File: config.mk
export PLATFORM = sky130hd
export DESIGN_NAME = ea_sequencer
export DESIGN_NICKNAME = d
export VERILOG_FILES = /design/src/rtl/ea_sequencer.sv
export SDC_FILE = /design/constraint.sdc
export NUM_CORES = 1
export LEC_CHECK = 0
export BUFFER_PORTS_ARGS = -buffer_cell sky130_fd_sc_hd__buf_2
export CAP_MARGIN = 30
export CORE_ASPECT_RATIO = 0.7
export CORE_MARGIN = 2
export CORE_UTILIZATION = 40
export CTS_CLUSTER_DIAMETER = 80
export DETAILED_ROUTE_END_ITERATION = 16
export HOLD_SLACK_MARGIN = 0.12
export PLACE_DENSITY = 0.7
export SLEW_MARGIN = 20
export SYNTH_ARGS = -nofsm -noshare
export SYNTH_HDL_FRONTEND = slang
export SYNTH_SLANG_ARGS = --single-unit
File: constraint.sdc
create_clock -name clk -period 2.3 [get_ports clk]
set_clock_uncertainty 0.05 [all_clocks]
set_input_delay 0.23 -clock clk [delete_from_list [all_inputs] [get_ports clk]]
set_output_delay 0.23 -clock clk [all_outputs]
set_load 0.01 [all_outputs]
File: src/rtl/ea_sequencer.sv
// ea_sequencer: operand-address stage behind the instruction decoder.
// Builds the 12-bit effective address for memory-reference instructions.
// For indirect references it runs one pointer read. For auto-index
// references (0010-0017 on page zero, AUTOINDEX=1) it also runs one
// increment write-back.
//
// Ports:
//   clk, reset_n          clock, asynchronous active-low reset
//   start                 one-cycle request, sampled only in IDLE
//   ir, pclatched         latched instruction and its fetch address
//   dir, ind, ppind, mp   decoder addressing flags (priority ppind > ind > dir)
//   mem_addr/rd/wr/wdata  memory request side
//   mem_rdata, mem_ack    memory response side
//   ea, ea_valid          effective address and its one-cycle "final" pulse
//   noaddr                one-cycle pulse for a start with no addressing flag
//   busy                  high in every state except IDLE
//   state_dbg             current FSM state, for checkers
//
// Memory handshake: a request (mem_rd or mem_wr) is raised with a stable
// mem_addr/mem_wdata. It is held until the cycle in which mem_ack is
// sampled high. It drops in the following cycle. Read data is taken in
// the mem_ack cycle. mem_ack is ignored while no request is outstanding.
// mem_rd and mem_wr are never high together.
module ea_sequencer #(
  parameter bit AUTOINDEX = 1'b1
) (
  input  logic        clk,
  input  logic        reset_n,
  input  logic        start,
  input  logic [11:0] ir,
  input  logic [11:0] pclatched,
  input  logic        dir,
  input  logic        ind,
  input  logic        ppind,
  input  logic        mp,
  output logic [11:0] mem_addr,
  output logic        mem_rd,
  output logic        mem_wr,
  output logic [11:0] mem_wdata,
  input  logic [11:0] mem_rdata,
  input  logic        mem_ack,
  output logic [11:0] ea,
  output logic        ea_valid,
  output logic        noaddr,
  output logic        busy,
  output logic [2:0]  state_dbg
);

  typedef enum logic [2:0] {
    S_IDLE = 3'd0,
    S_RD   = 3'd1,
    S_WR   = 3'd2,
    S_DONE = 3'd3,
    S_NONE = 3'd4
  } state_t;

  state_t      state;
  logic [11:0] ptr;
  logic        autoinc;
  logic [11:0] pa_next;
  logic [11:0] ptr_inc;
  logic        unused_bits;

  // Page address: page bits come from the fetch address for current-page
  // references and are forced to zero for page-zero references.
  assign pa_next     = {mp ? pclatched[11:7] : 5'b0, ir[6:0]};
  // The increment wraps naturally: 7777 + 1 = 0000 with no carry out.
  assign ptr_inc     = ptr + 12'd1;
  assign state_dbg   = state;
  assign unused_bits = ^{ir[11:7], pclatched[6:0]};

  always_ff @(posedge clk or negedge reset_n) begin
    if (!reset_n) begin
      state     <= S_IDLE;
      ptr       <= 12'd0;
      autoinc   <= 1'b0;
      mem_addr  <= 12'd0;
      mem_rd    <= 1'b0;
      mem_wr    <= 1'b0;
      mem_wdata <= 12'd0;
      ea        <= 12'd0;
      ea_valid  <= 1'b0;
      noaddr    <= 1'b0;
      busy      <= 1'b0;
    end else begin
      case (state)
        S_IDLE: begin
          if (start) begin
            busy    <= 1'b1;
            autoinc <= 1'b0;
            if (ppind || ind) begin
              // The page address is held in mem_addr for both the read and
              // any write-back, so later changes to ir/pclatched are harmless.
              state    <= S_RD;
              mem_rd   <= 1'b1;
              mem_addr <= pa_next;
              autoinc  <= ppind && AUTOINDEX;
            end else if (dir) begin
              state    <= S_DONE;
              ea       <= pa_next;
              ea_valid <= 1'b1;
            end else begin
              state  <= S_NONE;
              noaddr <= 1'b1;
            end
          end
        end

        S_RD: begin
          if (mem_ack) begin
            ptr    <= mem_rdata;
            mem_rd <= 1'b0;
            if (autoinc) begin
              state     <= S_WR;
              mem_wr    <= 1'b1;
              mem_wdata <= mem_rdata + 12'd1;
            end else begin
              state    <= S_DONE;
              ea       <= mem_rdata;
              ea_valid <= 1'b1;
            end
          end
        end

        S_WR: begin
          if (mem_ack) begin
            state    <= S_DONE;
            mem_wr   <= 1'b0;
            ea       <= ptr_inc;
            ea_valid <= 1'b1;
          end
        end

        // Pulse cycles. A start seen here is dropped, not queued.
        S_DONE, S_NONE: begin
          state    <= S_IDLE;
          ea_valid <= 1'b0;
          noaddr   <= 1'b0;
          busy     <= 1'b0;
        end

        default: begin
          state  <= S_IDLE;
          mem_rd <= 1'b0;
          mem_wr <= 1'b0;
          busy   <= 1'b0;
        end
      endcase
    end
  end

endmodule

==> impl_results.md <==
* RD Place Congestion at 0.830
* Chip Height at 77.3 µm
* Synthesis-stage register bit count at 57
* Diode count at 0
* Clock slew at reported path FFs at 0.06 ns
* Syn_nets at 364
* Arrival @ worst endpoint at 2.25 ns
* Leak at 1.72 nW
* Detailed-placement wirelength estimate at 5690 µm
* CP Launch Type: flip-flop
* Syn Inst Count at 318
* Final Setup Violations at 0
* Pre-CTS WS at 0.292 ns
* Worst path slowest cell: nor2b_1
* Avg WL per Cell at 15.4 µm
* Worst Hold Class: in2reg
* Setup ws final at 0.251 ns
* CTS root buf: clkbuf_8
* Final Non-Filler Cells at 510
* Nets at 454
* H-Tree Depth at 3
* Top-area cell type share of the netlist area at 0.464
* Path depth of the worst reg2reg path at 6
* Vias in the first global route at 2622
* Stages on the worst setup path at 6
* RSZ-0062 raised after global routing: false
* Commonest cells post-synth: 57 x dfrtp_1, 33 x nand2_1, 26 x o21ai_0
* Worst Setup Path Type: reg2reg
* Result of the run: finished clean
* EDFF count, synth at 0
* CP top delay family: simple AND/OR/NAND/NOR gates
* Worst Hold Depth at 2
* Overall routing resource usage at 0.200
* Die Wd at 109 µm
* Power per cell area at 1310 nW/µm²
* Number of synthesis warnings at 0
* Crit Path Max Fanout at 19
* Final Cell Area at 3850 µm²
* VDD IR-drop max at 608 µV
* TritonCTS clock tree: built
* DRT antenna net count at 0
* Core ar. at 7380 µm²
* Gr ovfl total at 0
* Worst Hold Slack at 0.133 ns
* Site Rows at 26
* Met3 GRT Util at 0.0638
* IO Pins at 88
* Register area share after synthesis at 0.464
* Final Hold Viols at 0
* CTS Sinks at 57
* Cell Area, Placed at 3570 µm²
* Setup_tns at 0 ns
* Clk buf depth at 2
* Global route hottest layer: met2
* Most frequent cell after synthesis: dfrtp_1
* Top cells by area, synth: dfrtp_1 46%, mux2_2 7.0%, o21ai_0 4.2%
* Post-synth top area cell: dfrtp_1
* Starting Density at 0.416
* GR Layer Usage met2 at 0.304
* CTS resizes at 0
* Mapped cell area at 3070 µm²
* Initial antenna violation count at 0
* Final WL at 7830 µm
* Async S/R FF share, synth at 1.00
* Hold_buf cts at 10
* Layout cells sized above 1 at 0.311
* Largest stage delay, worst path at 0.65 ns
* Synth-to-Final Area Change at 25.5%
* Actual slew at the worst max-slew pin at 0.773 ns
* Pre-Repair DR Iteration Count at 4
* Critical Path RT at 2.50 ns
* Period utilization at 0.891
* Main synth FF type: dfrtp_1
* Final min period at 2.05 ns
* CTS Buf Count at 9
* Synth cell types at 49
* Setup Buffers After CTS at 0
* Post-DR vias/cell at 5.39
* Largest net degree at the start of global routing at 58
* CP Capture Type: flip-flop
* Slew margin rel. at 0.483
* Die ar. at 8410 µm²
* Initial DRC count at 113
* Placed cell count at 485
* WP buf/inv at 2
* Maxcap violations at 0
* Global-route wire length before repair at 13000 µm
* Global Route met1 Usage at 0.279
* Clock latency on the worst-skew pair at 0.34 ns
* Fmax at 488 MHz
* Critical path, cell by cell: buf_4 -> buf_4 -> nor2b_1 -> o2bb2ai_1 -> a21oi_1 -> a31oi_1
* CP most frequent cell: buf_4
* PortBufs at 75
* Slew Limit Fails at 0
* Syn_area_per_cell at 9.66 µm²
* DR DRC count at 0
* Via Count at 2751
==> registers in the layout, summed over array words and instances, names as in the netlist <==
| register | cells |
|---|---|
| autoinc | 1 |
| ea_valid | 1 |
| mem_wdata | 12 |
| busy | 1 |
| state_dbg | 3 |
| mem_wr | 1 |
| mem_addr | 12 |
| mem_rd | 1 |
| ptr | 12 |
| ea | 12 |
| noaddr | 1 |
==> power breakdown <==
group	leakage (nW)	total (mW)	switching [mW]	internal, mW
Combinational	0.934	2.36	1.26	1.10
Clock	0.0980	0.853	0.386	0.467
Sequential	0.685	1.84	0.346	1.50
Total	1.72	5.05	1.99	3.06
==> worst register-to-register path: stages, from the launching register on <==
cell and delay, ns:
dfrtp_1 0.34, buf_4 0.21, buf_4 0.24, nor2b_1 0.66, o2bb2ai_1 0.18, a21oi_1 0.08
a31oi_1 0.20
==> cells by family after synthesis <==
group	Yosys count	share of synthesized area
AO/OA/AOI/OAI	89	0.188
XOR/XNOR	11	0.0314
adder cells (fa/ha/maj)	2	0.00815
buffers and inverters	32	0.0468
flip-flops	57	0.464
multiplexers	29	0.103
AND/OR/NAND/NOR	98	0.158
==> through the flow <==
stage,util,power [mW]
4_1_cts,0.522,5.09
3_3_place_gp,0.484,4.12
5_1_grt,0.522,5.47
3_5_place_dp,0.484,4.20
6_report,0.522,5.05
2_1_floorplan,-,3.39
==> layout by cell type, fill, tap and decap left out, types with 3 or more instances in the layout <==
cell	n
inv_1	14
nor3b_1	5
nand2_1	33
mux2i_1	8
nand4_1	5
nor3_1	6
clkbuf_8	12
buf_4	12
dfrtp_1	57
clkinv_2	3
a22o_1	3
xnor2_1	9
a21oi_1	21
o21a_1	5
o2bb2ai_1	5
buf_2	75
o21ai_0	26
a31oi_1	8
nand3_1	9
dlygate4sd3_1	10
o31a_1	4
nor4_1	8
mux2_2	19
nor2_1	20
==> area by class of cell <==
type	instances	area [µm²]
timing repair buffer	97	566
clock buffer	12	165
inverter	14	52.6
multi-input combinational	229	1510
clock inverter	3	15.0
fill	684	3530
tap	98	123
sequential	57	1430
==> final timing paths <==
path | from | end | slack [ns]
min reg2reg | mem_wdata[7] | mem_wdata[7] | 0.42
max in group asynchronous | reset_n | mem_addr[5] | 1.18
max | state_dbg[0] | ea[8] | 0.25
min | ir[2] | mem_addr[2] | 0.13
min in group asynchronous | reset_n | mem_wdata[9] | 0.53
max reg2reg | state_dbg[0] | ea[8] | 0.25
==> routing by layer <==
| layer | routed length [µm] | share of wire |
|---|---|---|
| met1 | 3840 | 0.49 |
| met2 | 3460 | 0.44 |
| met3 | 462 | 0.059 |
| met4 | 66 | 0.0084 |
| met5 | 0 | 0 |
(Power assumes the default switching activity.)
